$ cat src/rtl/dac_ctrl.sv
// Push-button driven 8-bit value register with a free-running DAC write sequencer.
// Define DAC_CTRL_SATURATE_EN to clamp the value at 0/255 instead of wrapping.
module dac_ctrl #(
  parameter int DELAY_CYCLES = 10,
  parameter int PULSE_CYCLES = 2
) (
  input  logic       clk,
  input  logic       rst,
  input  logic [5:0] btn,
  input  logic       add_sel,
  output logic       dac_csn,
  output logic       dac_ldacn,
  output logic       dac_wrn,
  output logic       dac_a_b,
  output logic [7:0] dac_d,
  output logic [7:0] led_out
);

  typedef enum logic [1:0] {
    ST_DELAY   = 2'd0,
    ST_SET_WRN = 2'd1,
    ST_UP_DATA = 2'd2,
    ST_LOAD    = 2'd3
  } state_t;

  localparam logic [7:0] DLY_LAST = 8'(DELAY_CYCLES - 1);
  localparam logic [7:0] PLS_LAST = 8'(PULSE_CYCLES - 1);

  state_t     state_q, state_d;
  logic [7:0] cnt_q, cnt_d;
  logic [7:0] value_q, value_d;
  logic [5:0] btn_prev_q, btn_prev_d;
  logic       csn_q, csn_d;
  logic       wrn_q, wrn_d;
  logic       ldacn_q, ldacn_d;
  logic       a_b_q, a_b_d;
  logic [7:0] dac_d_q, dac_d_d;

  logic [5:0] evt;
  logic       step_vld;
  logic       step_up;
  logic [3:0] step_mag;

  // Rising-edge events; only the highest-index event is honoured per cycle.
  always_comb begin
    evt        = btn & ~btn_prev_q;
    btn_prev_d = btn;
    step_vld   = 1'b1;
    step_up    = 1'b0;
    step_mag   = 4'd0;
    if (evt[5]) begin
      step_up  = 1'b1;
      step_mag = 4'd1;
    end else if (evt[4]) begin
      step_mag = 4'd1;
    end else if (evt[3]) begin
      step_up  = 1'b1;
      step_mag = 4'd2;
    end else if (evt[2]) begin
      step_mag = 4'd2;
    end else if (evt[1]) begin
      step_up  = 1'b1;
      step_mag = 4'd8;
    end else if (evt[0]) begin
      step_mag = 4'd8;
    end else begin
      step_vld = 1'b0;
    end
  end

`ifdef DAC_CTRL_SATURATE_EN
  logic [8:0] sum_up;
  logic [8:0] sum_dn;

  always_comb begin
    sum_up  = {1'b0, value_q} + {5'b0, step_mag};
    sum_dn  = {1'b0, value_q} - {5'b0, step_mag};
    value_d = value_q;
    if (step_vld) begin
      if (step_up) begin
        value_d = sum_up[8] ? 8'hFF : sum_up[7:0];
      end else begin
        value_d = sum_dn[8] ? 8'h00 : sum_dn[7:0];
      end
    end
  end
`else
  always_comb begin
    value_d = value_q;
    if (step_vld) begin
      if (step_up) begin
        value_d = value_q + {4'b0, step_mag};
      end else begin
        value_d = value_q - {4'b0, step_mag};
      end
    end
  end
`endif

  // Write sequencer: DELAY -> SET_WRN -> UP_DATA -> LOAD -> DELAY, forever.
  always_comb begin
    state_d = state_q;
    cnt_d   = cnt_q + 8'd1;
    a_b_d   = a_b_q;
    dac_d_d = dac_d_q;
    unique case (state_q)
      ST_DELAY: begin
        if (cnt_q == DLY_LAST) begin
          state_d = ST_SET_WRN;
          cnt_d   = 8'd0;
          dac_d_d = value_q;
          a_b_d   = add_sel;
        end
      end
      ST_SET_WRN: begin
        if (cnt_q == PLS_LAST) begin
          state_d = ST_UP_DATA;
          cnt_d   = 8'd0;
        end
      end
      ST_UP_DATA: begin
        state_d = ST_LOAD;
        cnt_d   = 8'd0;
      end
      ST_LOAD: begin
        if (cnt_q == PLS_LAST) begin
          state_d = ST_DELAY;
          cnt_d   = 8'd0;
        end
      end
      default: begin
        state_d = ST_DELAY;
        cnt_d   = 8'd0;
      end
    endcase
  end

  // Strobes are registered from the next state so they line up with it.
  always_comb begin
    csn_d   = 1'b1;
    wrn_d   = 1'b1;
    ldacn_d = 1'b1;
    unique case (state_d)
      ST_SET_WRN: begin
        csn_d = 1'b0;
        wrn_d = 1'b0;
      end
      ST_UP_DATA: csn_d   = 1'b0;
      ST_LOAD:    ldacn_d = 1'b0;
      default:    ;
    endcase
  end

  always_ff @(posedge clk) begin
    if (rst) begin
      state_q    <= ST_DELAY;
      cnt_q      <= 8'd0;
      value_q    <= 8'd0;
      btn_prev_q <= 6'd0;
      csn_q      <= 1'b1;
      wrn_q      <= 1'b1;
      ldacn_q    <= 1'b1;
      a_b_q      <= 1'b0;
      dac_d_q    <= 8'd0;
    end else begin
      state_q    <= state_d;
      cnt_q      <= cnt_d;
      value_q    <= value_d;
      btn_prev_q <= btn_prev_d;
      csn_q      <= csn_d;
      wrn_q      <= wrn_d;
      ldacn_q    <= ldacn_d;
      a_b_q      <= a_b_d;
      dac_d_q    <= dac_d_d;
    end
  end

  assign dac_csn   = csn_q;
  assign dac_wrn   = wrn_q;
  assign dac_ldacn = ldacn_q;
  assign dac_a_b   = a_b_q;
  assign dac_d     = dac_d_q;
  assign led_out   = value_q;

endmodule

$ cat config.mk
export PLATFORM = sky130hd
export DESIGN_NAME = dac_ctrl
export DESIGN_NICKNAME = d
export VERILOG_FILES = /design/src/rtl/dac_ctrl.sv
export SDC_FILE = /design/constraint.sdc
export NUM_CORES = 1
export LEC_CHECK = 0
export CAP_MARGIN = 20
export CORE_ASPECT_RATIO = 1.2
export CORE_MARGIN = 2
export CORE_UTILIZATION = 52
export DETAILED_ROUTE_END_ITERATION = 6
export PLACE_DENSITY = 0.78
export REMOVE_ABC_BUFFERS = 1
export SLEW_MARGIN = 20
export SYNTH_ARGS = -nofsm -noshare
export SYNTH_HDL_FRONTEND = slang
export SYNTH_SLANG_ARGS = --single-unit
export TNS_END_PERCENT = 30
$ cat constraint.sdc
create_clock -name clk -period 4 [get_ports clk]
set_clock_uncertainty 0.15 [all_clocks]
set_input_delay 0.8 -clock clk [delete_from_list [all_inputs] [get_ports clk]]
set_output_delay 0.8 -clock clk [all_outputs]
set_load 0.005 [all_outputs]
After elaboration in Yosys (flattened, before gate mapping)
Cells that the tools add are included.
{ "totals": {"mem_bits_ro": 0, "register_bits": 36, "n_memories": 0, "latch_bits": 0, "elab_cells": 54, "ram_bits": 0, "in_bits": 9} }
{ "op_classes": {"bitwise_logic": 2, "mux": 28, "n_eq_ne": 8, "shifts": 0, "magnitude_cmp": 0, "n_mul": 0, "reduce_logical": 4, "addsub": 3, "div_mod_pow": 0} }
{ "op_table": {"columns": ["operator", "count"], "rows": [
  ["$mux W4", 6],
  ["$mux W8", 3],
  ["$pmux W8 S3", 1],
  ["$mux W1", 14],
  ["$add A8 B1 Y8 const B", 1],
  ["$add A8 B4 Y8", 1],
  ["$eq A2 B2 Y1 const B", 4],
  ["$eq A8 B1 Y1 const B", 1],
  ["$eq A8 B4 Y1 const B", 1],
  ["$pmux W2 S4", 1],
  ["$sub A8 B4 Y8", 1],
  ["$and A6 B6 Y6", 1],
  ["$mux W2", 3],
  ["$not A6 Y6", 1],
  ["$eq A2 B1 Y1 const B", 2],
  ["$reduce_or A2 Y1", 2],
  ["$logic_not A2 Y1", 1],
  ["$reduce_and A2 Y1", 1]
]} }

Longest topological paths before layout
Gate-level depths: netlist of run 1.
{ "logic_depth": {"word_depth": 10, "mapped_depth": 14, "ltp_nobuf": 14} }

Least setup slack after synthesis of run 1
No wires, ideal clock.
{ "synth_path": {"path_kind": "input-to-reg", "from": "in btn[5]", "to": "reg value_q[4] (netlist: led_out[4])", "t_arrival_ns": 3.341, "path_buffers": 0, "cell_stages": 13, "setup_slack_ns": 0.439, "setup_ns": 0.070, "path_cell_list": "nor2b_1 nand2b_1 inv_1 o21ai_0 ha_1 nand2_1 o21ai_0 fa_1 a21o_1 a21o_1 and3_1 or4_1 a21oi_1"} }
{ "synth_between": {"elab_chain_len": 4} }
{ "synth_rtl": {"columns": ["element", "line", "source"], "rows": [
  ["from (decl)", "9", "input logic [5:0] btn,"],
  ["$and A6 B6 Y6 *", "46", "evt = btn & ~btn_prev_q;"],
  ["$mux W4", "51", "if (evt[5]) begin"],
  ["$sub A8 B4 Y8 or $add A8 B4 Y8 (tied branches)", "94, 92", null],
  ["$mux W8", "91", "if (step_up) begin"],
  ["to (signal assigned)", "168", "value_q <= value_d;"],
  ["to (decl)", "31", "logic [7:0] value_q, value_d;"]
]} }
Mark *: on every way between the ends. The rest lies on a longest branch, timed or not.
A chain may end at the register's enable or synchronous reset.

Worst setup path after layout of run 1
{ "layout_path": {"from": "in btn[5]", "to": "reg value_q[6] (netlist: led_out[6])"} }
The elaborated chain is that of the path after synthesis.

==> impl_metrics.yaml, run 1 <==
synthesis:
  avgSynthCellArea_um2: 9.33
  ys_warn_count: 0
  ys_seq_area_share_pct: 41.3
  synthesis.area_mm2: 0.00175
  synth_enable_flop_cells: 0
  synth_ff_type: "dfxtp_1"
  synthArstFlopShare_pct: 0
  synth_seq_cells: 36
  syn_inst: 187
  synthDistinctLibCells: 43
cells_and_area:
  fin_cells: 262
  antennaDiodeCount: 0
  nets: 244
  drive_above_1_share_pct: 12.0
  synthToLayoutAreaGrowth_pct: 28.2
  final_cell_mix: "36 x dfxtp_1, 28 x clkdlybuf4s50_1, 26 x nor2_1"
  fillers: 274
  regArea_um2: 721
  layout_commonest_cell: "dfxtp_1"
  multi_input_area_um2: 1000
detailed_routing:
  ant_nets: 0
  postRouteWirelength_mm: 3.36
  route.detailed.drc: 0
  num_vias: 1422
  drt-vias-per-instance: 5.43
  drt-initial-drc-count: 22
  first_pass_iters: 4
  routedWlPerCell_um: 12.8
timing:
  setup_ws_ns: 0.248
  slew_headroom_pct: 56.1
  max_freq_mhz: 266
  grt_setup_unrepaired: "false"
  tightestPinTransition_ns: 0.656
  fin_crit_ns: 3.75
  drv_slew: 0
  whs_ns: 0.329
  fin_tns_setup_ns: 0
  hold_viol_final: 0
  finalCritPeriodShare_pct: 93.8
  setup_viol: 0
clocking:
  cts_tree: "done"
  clk_latency_ns: 0.29
  htreeDepth: 2
  numCtsBuffers: 5
  post_cts_buffers: 0
  cts_buffer_depth: 2
  cts.sinks: 36
  root_buffer: "clkbuf_8"
  path_clk_slew_ns: 0.07
place:
  gp_congestion: 0.845
  dpl.hpwl_mm: 2.54
  placed_cells_incl_taps: 254
  portBuffers: 28
  dp_slack_ns: -0.235
flow_run:
  drv_cap: 0
global_route:
  gr-total-overflow: 0
  grt_pass1_wl_mm: 5.64
  grt_start_max_net_pins: 18
  grt_pass1_vias: 1298
  grt_usage_pct: 19.4
  grt_antenna_before_repair: 0
setup_path:
  path_class: "primary input to register"
  reg2reg_to: "led_out[6]"
  start_kind: "primary input"
  r2r-start: "btn_prev_q[4]"
  cp_data_required_time_ns: 4.03
  critPathMaxFanout: 4
  cp.arrival_ns: 3.78
  endpoint_kind: "register"
  ff2ff_path_depth: 14
  r2r_setup_slack_ns: 0.93
floorplanning:
  die_area_mm2: 0.00384
  start_util_pct: 53.2
  rows: 23
  fp.dieH_um: 67.5
  die_x_um: 56.9
  core_area_mm2: 0.00328
  pin_count: 29
pwr:
  p_per_area_mw_per_mm2: 453
  leakagePower_nw: 1.02
  ir_drop_mv: 0.445
outcome:
  status: "finished, final reports clean"
hold_path:
  holdPathEnd: "cnt_q[0]"
  whs_path_depth: 1
  hp-start: "cnt_q[0]"
  hold_class: "register to register"
[cells in the mapped netlist (2+ instances only)]
| library cell | count | area (um2) |
|---|---|---|
| a211oi_1 | 2 | 15.0 |
| a21o_1 | 3 | 22.5 |
| a21oi_1 | 6 | 30.0 |
| a31oi_1 | 2 | 12.5 |
| and2_1 | 3 | 18.8 |
| and3_1 | 3 | 18.8 |
| buf_2 | 2 | 10.0 |
| clkbuf_1 | 3 | 11.3 |
| dfxtp_1 | 36 | 721 |
| ha_1 | 10 | 125 |
| inv_1 | 5 | 18.8 |
| mux2i_1 | 13 | 130 |
| nand2_1 | 10 | 37.5 |
| nand2b_1 | 4 | 25.0 |
| nand3_1 | 3 | 15.0 |
| nor2_1 | 26 | 97.6 |
| nor2b_1 | 12 | 75.1 |
| nor3_1 | 5 | 25.0 |
| o21a_1 | 3 | 22.5 |
| o21ai_0 | 5 | 25.0 |
| or2_2 | 2 | 12.5 |
| xnor2_1 | 3 | 26.3 |
| xor2_1 | 6 | 52.6 |
[per-stage QoR]
step,util (%),total power [mW],instance area (um2)
2_1_floorplan,-,0.584,1710
3_3_place_gp,64.0,0.675,2100
3_5_place_dp,64.0,0.685,2100
4_1_cts,67.4,1.00,2210
5_1_grt,68.2,1.07,2240
6_report,68.2,1.01,2240
[area by class of cell]
class / count / share of cell area, %
flip-flops and latches: 36 / 32.2
repair buffers: 36 / 15.2
well taps: 37 / 2.07
clock inverters: 3 / 1.90
multi-input cells: 140 / 44.7
inverters: 5 / 0.839
clock buffers: 5 / 3.08
[power breakdown]
part	internal, mW	switching, mW	leakage (nW)
clock network	0.184	0.130	0.0541
logic	0.153	0.120	0.676
registers	0.389	0.0367	0.294
[worst max-delay path, cell delays in order]
cell and delay [ns]:
clkdlybuf4s50_1 0.41, nor2b_2 0.16, nand2b_1 0.15, inv_1 0.08, o21ai_1 0.08, ha_1 0.30, nand2_1 0.06, o21ai_1 0.11
fa_1 0.46, a21o_1 0.19, a21o_1 0.20, a31oi_1 0.18, nor2_1 0.07, mux2i_1 0.18, mux2_2 0.35
[kinds of logic after synthesis]
family	after synthesis	synth area share [%]
AND/OR/NAND/NOR	76	22.3
flip-flops	36	41.3
AO/OA/AOI/OAI	29	11.9
multiplexers	15	8.75
buffers and inverters	11	2.94
adder cells (fa/ha/maj)	11	8.32
XOR/XNOR	9	4.52
[worst max-delay path by stage]
stage | cells past startpoint | end | slack [ns] | startpoint
after floorplan | 13 | led_out[4] | 0.44 | btn[5]
after global placement | 15 | led_out[7] | -0.04 | btn[5]
after detailed placement | 15 | led_out[7] | -0.24 | btn[5]
after CTS | 15 | led_out[7] | 0.02 | btn[5]
after global routing | 15 | led_out[6] | 0.04 | btn[5]
final | 15 | led_out[6] | 0.25 | btn[5]
[flip-flops by register name (all words and copies together), names as in the netlist]
name	flops
btn_prev_q	6
cnt_q	8
dac_a_b	1
dac_csn	1
dac_d	8
dac_ldacn	1
dac_wrn	1
led_out	8
state_q	2
[per-layer routing]
metal | global-route usage, % | part of all wire [%] | up-vias
met3 | 6.13 | 4.6 | 9
li1 | - | - | 722
met1 | 19.8 | 40 | 658
met5 | 0 | 0 | -
met4 | 10.5 | 2.3 | 0
met2 | 35.1 | 53 | 33
[timing repair]
item                                   4_1_cts  5_1_grt
hold buffers                                 0        0
setup endpoints to repair                    0        4
resized for setup                            0        8
endpoints found under the hold margin        0        0
No activity file was read; power rests on OpenSTA's default activity.
==> run 2, diff against run 1 <==
Settings changed: PLACE_DENSITY 0.78 to 0.89.
==> impl_metrics.yaml, run 2 (same netlist as run 1, synthesis figures left out) <==
outcome:
  status: "finished, final reports clean"
floorplanning:
  pin_count: 29
  start_util_pct: 53.2
  die_area_mm2: 0.00384
  fp.dieH_um: 67.5
  core_area_mm2: 0.00328
  die_x_um: 56.9
  rows: 23
pwr:
  leakagePower_nw: 1.00
  ir_drop_mv: 0.315
  p_per_area_mw_per_mm2: 433
cells_and_area:
  antennaDiodeCount: 0
  final_cell_mix: "36 x dfxtp_1, 28 x clkdlybuf4s50_1, 26 x nor2_1"
  drive_above_1_share_pct: 10.7
  fillers: 275
  synthToLayoutAreaGrowth_pct: 26.2
  multi_input_area_um2: 981
  nets: 244
  regArea_um2: 721
  layout_commonest_cell: "dfxtp_1"
  utilization_pct: 67.2
clocking:
  clk_latency_ns: 0.28
  cts.sinks: 36
  numCtsBuffers: 5
  cts_tree: "done"
  htreeDepth: 2
  cts_buffer_depth: 2
  root_buffer: "clkbuf_8"
  path_clk_slew_ns: 0.06
setup_path:
  start_kind: "primary input"
  cp_num_buf_inv: 2
  r2r_setup_slack_ns: 0.89
  endpoint_kind: "register"
  cp_data_required_time_ns: 4.05
  cp_slowest_cell: "clkdlybuf4s50_1"
  ff2ff_path_depth: 13
  critPathMaxFanout: 4
  cp.arrival_ns: 3.82
  reg2reg_to: "led_out[4]"
  r2r-start: "btn_prev_q[4]"
  path_class: "primary input to register"
  path_cells: "clkdlybuf4s50_1 > nor2b_1 > nand2b_1 > inv_1 > o21ai_0 > ha_1 > nand2_1 > o21ai_0 > fa_1 > a21o_1 > a21o_1 > and3_1 > or4_1 > a21oi_1"
  slowest_delay_ns: 0.46
  path_delay_family: "simple AND/OR/NAND/NOR gates"
detailed_routing:
  drt-vias-per-instance: 5.35
  route.detailed.drc: 0
  ant_nets: 0
  drt-initial-drc-count: 25
  routedWlPerCell_um: 11.5
  postRouteWirelength_mm: 3.01
  num_vias: 1396
  first_pass_iters: 4
timing:
  drv_slew: 0
  hold_viol_final: 0
  slew_headroom_pct: 57.3
  fin_tns_setup_ns: 0
  finalCritPeriodShare_pct: 94.2
  fin_crit_ns: 3.77
  max_freq_mhz: 265
  grt_setup_unrepaired: "true"
  tightestPinTransition_ns: 0.639
  setup_viol: 0
hold_path:
  holdPathEnd: "cnt_q[0]"
  hp-start: "cnt_q[0]"
  hold_class: "register to register"
  whs_path_depth: 1
global_route:
  grt_antenna_before_repair: 0
  gr-total-overflow: 0
  grt_start_max_net_pins: 18
  grt_pass1_vias: 1296
  grt_usage_pct: 17.9
  grt_pass1_wl_mm: 5.31
place:
  dpl.hpwl_mm: 2.28
  gp_congestion: 0.876
  portBuffers: 28
flow_run:
  drv_cap: 0
## run 2: per-stage QoR
| step | power [mW] | cells | setup slack, ns | instance area [um2] | hold WS [ns] |
|---|---|---|---|---|---|
| after floorplan | 0.584 | 181 | 0.440 | 1710 | 0.291 |
| after global placement | 0.680 | 254 | -0.0152 | 2100 | 0.308 |
| after detailed placement | 0.685 | 254 | -0.0933 | 2100 | 0.317 |
| after CTS | 0.960 | 261 | 0.199 | 2200 | 0.333 |
| after global routing | 1.02 | 261 | -0.000225 | 2200 | 0.364 |
| final | 0.954 | 261 | 0.231 | 2200 | 0.326 |
## run 2: routing by layer
metal	wire, um	vias up	GRT usage, %
met5	0	-	0
met4	55	0	8.43
met3	128	4	5.94
met2	1470	25	30.7
met1	1360	646	20.0
li1	-	721	-
## run 2: worst max-delay path by stage
stage / cells after the start / slack [ns] / end / from
after floorplan: 13 / 0.44 / led_out[4] / btn[5]
after global placement: 13 / -0.02 / led_out[7] / btn[2]
after detailed placement: 15 / -0.09 / led_out[7] / btn[5]
after CTS: 13 / 0.20 / led_out[7] / btn[2]
after global routing: 14 / -0.0002 / led_out[4] / btn[5]
final: 14 / 0.23 / led_out[4] / btn[5]
## run 2: cell type report
type / instances / share of cell area, %
timing repair buffer: 36 / 15.4
multi-input combinational: 140 / 44.5
sequential: 36 / 32.7
clock buffer: 7 / 4.37
inverter: 5 / 0.852
tap: 37 / 2.10
## run 2: power by group
group | internal, mW | leakage (nW) | switching [mW]
combinational | 0.146 | 0.658 | 0.113
sequential | 0.389 | 0.294 | 0.0336
clock | 0.153 | 0.0503 | 0.119
total | 0.688 | 1.00 | 0.265
## run 2: what timing repair did
action / CTS / global route
gates resized for setup: 0 / 2
setup buffers: 0 / 0
endpoints found under the setup margin: 0 / 2
hold buffers: 0 / 0
==> run 3, diff against run 2 <==
Settings changed: HOLD_SLACK_MARGIN from default to 0.06.
==> results of run 3 <==
No change in the layout: final DEF, timing and power equal those of run 2.
